==> src/rtl/wb_regfile.sv <==
// wb_regfile: RISC-V write-back stage and 32x32 integer register file.
// Selects the write-back value (ALU result or load data) and commits it.
// x0 is hardwired to zero. Both decode read ports bypass the value being
// written in the same cycle. Also counts the number of committed writes.
module wb_regfile #(
  parameter int XLEN  = 32,
  parameter int CNT_W = 32
) (
  input  logic             clk,
  input  logic             rst,
  input  logic [XLEN-1:0]  alu_result_in,
  input  logic [XLEN-1:0]  mem_data_in,
  input  logic [4:0]       rd_in,
  input  logic             reg_write_in,
  input  logic             mem_to_reg_in,
  input  logic [4:0]       rs1_addr,
  input  logic [4:0]       rs2_addr,
  output logic [XLEN-1:0]  rs1_data,
  output logic [XLEN-1:0]  rs2_data,
  output logic             wb_valid,
  output logic [4:0]       wb_rd,
  output logic [XLEN-1:0]  wb_data,
  output logic [CNT_W-1:0] wb_count
);

  logic [XLEN-1:0]  r_regs [32];
  logic [CNT_W-1:0] r_count;
  logic [XLEN-1:0]  w_data;
  logic             w_valid;

  // Write-back select and qualification; writes to x0 or during reset are dropped
  always_comb begin
    w_data  = mem_to_reg_in ? mem_data_in : alu_result_in;
    w_valid = reg_write_in && (rd_in != 5'd0) && !rst;
  end

  // Read port 1: x0 reads zero, otherwise bypass the current write, else storage
  always_comb begin
    rs1_data = r_regs[rs1_addr];
    if (rs1_addr == 5'd0)
      rs1_data = '0;
    else if (w_valid && (rs1_addr == rd_in))
      rs1_data = w_data;
  end

  // Read port 2: same rules as port 1, fully independent
  always_comb begin
    rs2_data = r_regs[rs2_addr];
    if (rs2_addr == 5'd0)
      rs2_data = '0;
    else if (w_valid && (rs2_addr == rd_in))
      rs2_data = w_data;
  end

  // Register commit and retired-write counter (wraps silently)
  always_ff @(posedge clk) begin
    if (rst) begin
      r_regs  <= '{default: '0};
      r_count <= '0;
    end else if (w_valid) begin
      r_regs[rd_in] <= w_data;
      r_count       <= r_count + CNT_W'(1);
    end
  end

  assign wb_valid = w_valid;
  assign wb_rd    = rd_in;
  assign wb_data  = w_data;
  assign wb_count = r_count;

endmodule

==> config.mk <==
export PLATFORM = sky130hd
export DESIGN_NAME = wb_regfile
export DESIGN_NICKNAME = d
export VERILOG_FILES = /design/src/rtl/wb_regfile.sv
export SDC_FILE = /design/constraint.sdc
export NUM_CORES = 2
export LEC_CHECK = 0
export BUFFER_PORTS_ARGS = -buffer_cell sky130_fd_sc_hd__buf_2
export CAP_MARGIN = 20
export CORE_MARGIN = 5
export CORE_UTILIZATION = 55
export CTS_CLUSTER_DIAMETER = 120
export DETAILED_ROUTE_END_ITERATION = 12
export MAX_ROUTING_LAYER = met4
export PLACE_DENSITY = 0.74
export SLEW_MARGIN = 20
export SYNTH_ARGS = -nofsm -noshare
export SYNTH_HDL_FRONTEND = slang
export SYNTH_SLANG_ARGS = --single-unit
==> constraint.sdc <==
create_clock -name clk -period 5.8 [get_ports clk]
set_input_delay 0.87 -clock clk [delete_from_list [all_inputs] [get_ports clk]]
set_output_delay 0.87 -clock clk [all_outputs]
set_load 0.03 [all_outputs]
* Yosys cells after proc, flatten, opt, wreduce, memory -nomap -nowiden
Cells that the tools add are included.
Cells by class: $add $sub $neg 1, $mul 0, div/mod/pow operators 0, $lt $le $gt $ge 4, eq/ne operators 2, shift operators 0, multiplexer cells 14, bitwise logic cells 3, reduce and logical (&&, ||, !) cells 9
Operator list (count):
- $bwmux 1024 | 1
- $bmux 32 s5 | 2
- $mux 32 | 10
- $demux 32 s5 | 1
- $add 32x1->32 const B | 1
- $ge 6x6->1 const B | 3
- $not 5->6 | 3
- $eq 5x5->1 | 2
- $logic_not 5->1 | 2
- $lt 6x1->1 const B | 1
- $logic_and 1x1->1 | 5
- $reduce_bool 5->1 | 1
- $logic_not 1->1 | 1
Word-level totals: bits in registers 1056, bits in latches 0, memory bits (writable) 0, bits in read-only memories 0, output and inout port bits 134, logic and storage cells 66, memories kept 0

* Longest topological paths before layout
depth after elaboration 6, gate-level depth with buffers 9, mapped depth without buffers 6

* Worst setup path before layout
Ideal clock, no wire load.
kind input to output, start point in rd_in[1], end point out rs2_data[30], arrival 3.644 ns, path slack 1.286 ns, cell stages on the path 6, buffers on the path 2, path through clkbuf_1 > or4_4 > o21ai_4 > nor4_1 > buf_2 > a2111oi_0
On the way: longest elaborated chain between the ends 6
Ends and longest elaborated chain:
- start: declaration | line 13 | input logic [4:0] rd_in,
- $reduce_bool 5->1 | line 34 | w_valid = reg_write_in && (rd_in != 5'd0) && !rst;
- $logic_and 1x1->1 (2 in a row) | line 34
- $logic_and 1x1->1 * | line 51 | else if (w_valid && (rs2_addr == rd_in))
- $mux 32 * | line 51
- $mux 32 * | line 49 | if (rs2_addr == 5'd0)
- end: declaration | line 19 | output logic [XLEN-1:0] rs2_data,
Every way passes the cells marked *; elsewhere a longest branch is shown, timed or not.

* Worst setup path in the final report
start point in rs2_addr[2], end point out rs2_data[6]
On the way: longest elaborated chain between the ends 6
Ends and longest elaborated chain:
- start: declaration | line 17 | input logic [4:0] rs2_addr,
- $not 5->6 (implied by the code) | line 48 | rs2_data = r_regs[rs2_addr];
- $bmux 32 s5 | line 48
- $mux 32 (implied by the code) (2 in a row) | line 48
- $mux 32 | line 51
- $mux 32 * | line 49
Every way passes the cells marked *; elsewhere a longest branch is shown, timed or not. The select of a mux whose other input is x is not followed.

==> summary by stage <==
Placed design
The final weighted congestion in routability-driven placement is 0.9176. The number of input and output port buffers inserted is 216. Summed over all nets, the half-perimeter wirelength after detailed placement is 110500 um. In this run the cell area measured after placement is roughly 0.056 mm2.

Synthesis
The post-synthesis share of cell area spent on full adders, half adders and majority gates is 0.02353%. The synthesized netlist cell count is 5374. Yosys mapped the design onto 49 distinct sky130hd cell types.

The register bit count reported by yosys is 1056. The multiplexer area fraction after synthesis is 25.31%. In this run the cell area of the synthesized design comes to 0.05318 mm2. The combinational family with the most area after synthesis is multiplexers.

The commonest register cell after synthesis is sky130_fd_sc_hd__dfxtp_1. The count of flip-flops with a built-in enable after synthesis is 0. The proportion of synthesized flip-flops having asynchronous set or reset is 0%. Summing the areas of all compound-gate instances in the mapped netlist gives 17.99% of the synthesized area. Of the total synthesized cell area, the portion taken by AND, OR, NAND and NOR gates is 11.14%. The sequential-to-total area share from yosys stat is ~40%. The cell accounting for the most synthesized area is sky130_fd_sc_hd__dfxtp_1. The Yosys step of the flow raised 0 warnings. Yosys attributes the largest share of cell area to sky130_fd_sc_hd__dfxtp_1, sky130_fd_sc_hd__mux4_2, sky130_fd_sc_hd__a211oi_1. After synthesis, the mean cell area works out to 9.896 um2. Summed over its instances, the top area cell type makes up 39.75% of the synthesized netlist area. The number of nets produced by synthesis is about 5.5k. Summing the areas of all xor and xnor instances in the mapped netlist gives less than 1% of the synthesized area.

Clocking
Once the clock tree was built, the resizer swapped 0 gates to a different size. Buffers added to address setup during post-CTS repair amount to 0. Counting every sink on the clock net gives 1056. After clock tree synthesis, the clock-pin slew on the worst setup and hold paths is 60 ps. The later pin in the worst-skew pair is clocked with a latency of 690 ps.

The number of buffers created by CTS is 109. CTS built an H-tree with a depth of 3. TritonCTS built the clock tree. The buffer type at the clock tree root is sky130_fd_sc_hd__clkbuf_16. In this run the deepest clock path goes through 3 buffers. The number of hold buffers added after CTS is 0.

Critical path
The worst setup path is captured at an output pin. The classification of the worst setup path is in -> out. Along the worst path, the maximum fanout reaches 48.

In this run the register-to-register setup slack is 3480 ps. Following the worst setup path forward leads to its endpoint at rs2_data[6]. The worst setup path is launched from a primary input.

The capture point of the worst reg-to-reg path is wb_count[30]. The depth of the worst register-to-register path is 5. In this run the critical register-to-register path is launched from wb_count[3].

The timing startpoint of the critical path is rs2_addr[2]. The worst endpoint data arrival time is ~4000 ps. STA puts the critical path data required time at 4930 ps.

Power and ir drop
For this design the static power due to leakage is 19.72 nW. For this design the ratio of total power to cell area is 276.1 mW/mm2. The maximum vdd drop is approximately 0.25 mV.

Detailed routing
The final wirelength is between 150000 and 200000 um. Dividing the detail-routed via count by the number of cells gives 6.968. The number of design rule violations left after detail routing is 0. The via count of the routed design is 45.93k. After detailed routing, the average wire length per cell comes to approximately 28 um. For this block, the initial DRC count from the detailed router was roughly 6.2k. The detail route stage leaves a number of antenna-violating nets equal to 0. The first detailed-routing pass took 8 iterations.

Run
The reported max-cap violation count is 0.

Die
In this run the vertical extent of the chip is 321.0 um. In this run the horizontal extent of the chip is 321.0 um. The total core area is 0.09628 mm2. In this run the count of I/O pins placed on the die edge is 217.

The floorplan has around 110 rows. The floorplan die area is 0.1030 mm2. The initial utilization of the core area, before any placement, comes to 55.24%.

Layout
The library cell used most frequently in the layout, excluding fill and tap cells, is sky130_fd_sc_hd__dfxtp_1. The layout has 7671 filler cells. The top cell types in the final layout, fill and taps aside, are sky130_fd_sc_hd__dfxtp_1, sky130_fd_sc_hd__nor2_1, sky130_fd_sc_hd__a211oi_1.

The area overhead of the layout relative to synthesis is 11.74%. The count of nets after finishing is 5309. The fraction of layout instances using a drive strength above 1 is 24.67%.

The final design area excluding fillers is 0.05942 mm2.

STA
The time the worst path needs with I/O delays and setup is 4874 ps. Between clock sinks in the finished design, the worst skew comes to between 5 and 6 ps. The final worst-path cycle share is 84.04%. The number of pins with negative max-slew slack in the final report is 0.

The achievable clock frequency is ~0.21 GHz. The worst pin sits at a relative slew slack of 20.88%. The final-report setup violation count is 0. The transition time of the tightest slew-check pin is 1178 ps. Hold timing on the final database bottoms out at a slack of roughly 480 ps. Setup repair after global routing left no endpoint under its margin.

The hold violation total from the final report is 0. After routing, the total negative slack on setup checks comes to 0 ps.

Hold path
The worst hold path belongs to the class reg -> reg.

GRT
The remaining global-route overflow is 0. The all-layer global routing usage is 34.82%. The via count of the first global-routing pass was 43.26k. The initial antenna violation count came to 2. Entering global routing, the biggest net connects around 190 pins.

The first global-routing pass estimated 272100 um of wire.

Outcome
The run finished with clean final reports.
## worst min-delay path by stage
stage                            start      endpoint  cells after the start
after floorplan           r_regs[1022]  r_regs[1022]                      1
after global placement    r_regs[1022]  r_regs[1022]                      1
after detailed placement  r_regs[1022]  r_regs[1022]                      1
after CTS                 r_regs[1022]  r_regs[1022]                      1
after global routing      r_regs[1022]  r_regs[1022]                      1
final                     r_regs[1022]  r_regs[1022]                      1
## critical path: stages
cell and delay (ps):
sky130_fd_sc_hd__clkbuf_8 520, sky130_fd_sc_hd__buf_4 510, sky130_fd_sc_hd__mux4_2 550, sky130_fd_sc_hd__mux2i_1 210, sky130_fd_sc_hd__o22ai_1 140, sky130_fd_sc_hd__nor4_1 770, sky130_fd_sc_hd__a211oi_1 130, sky130_fd_sc_hd__buf_2 240
## registers in the layout, indices dropped and copies added, names as in the netlist
register / count
wb_count: 32
r_regs: 1024
## cell type report
cell class | count | area (um2) | share of cell area (%)
clock inverter | 40 | 598.1 | 1.006
sequential | 1056 | 21140 | 35.58
tap | 1276 | 1597 | 2.687
timing repair buffer | 379 | 2879 | 4.845
multi-input combinational | 3635 | 29870 | 50.27
clock buffer | 160 | 3172 | 5.338
inverter | 44 | 165.2 | 0.2779
antenna | 1 | 2.502 | 0.004211
## cell families after synthesis
kind of cell,Yosys count
buffers and inverters,683
AO/OA/AOI/OAI,1332
adder cells (fa/ha/maj),1
multiplexers,864
XOR/XNOR,31
flip-flops,1056
AND/OR/NAND/NOR,1407
## synth_stat cells, drive strengths merged (13+ instances only)
cell,count
nor2,1086
o21ai,37
nor4,47
nor2b,64
nand2,28
buf,187
nor3,120
o22ai,212
clkbuf,452
mux2,317
xnor2,24
or3,13
dfxtp,1056
a211oi,1029
a21oi,39
mux2i,194
inv,44
mux4,353
## routing by layer
metal	GRT usage, %	part of all wire (%)	wire, um	up-vias
li1	-	-	-	19910
met1	45.99	39	70700	22350
met2	50.87	44	79610	3023
met3	7.934	12	21240	647
met4	16.99	5.8	10470	0
met5	-	0	0	-
## power breakdown
group / total, mW / switching (mW) / internal (mW)
sequential: 7.34 / 0.0399 / 7.30
combinational: 1.62 / 1.12 / 0.500
clock: 7.45 / 3.04 / 4.40
## per-stage QoR
step                      std cells  power [mW]  setup WS [ps]  utilization, %
after floorplan                5374       8.520           1286               -
after global placement         6386       9.056           1042           57.69
after detailed placement       6388       9.071           1055           57.75
after CTS                      6588       16.38           1057           61.66
after global routing           6591       16.80          918.8           61.72
final                          6591       16.41          925.9           61.72
(Power assumes the default switching activity.)
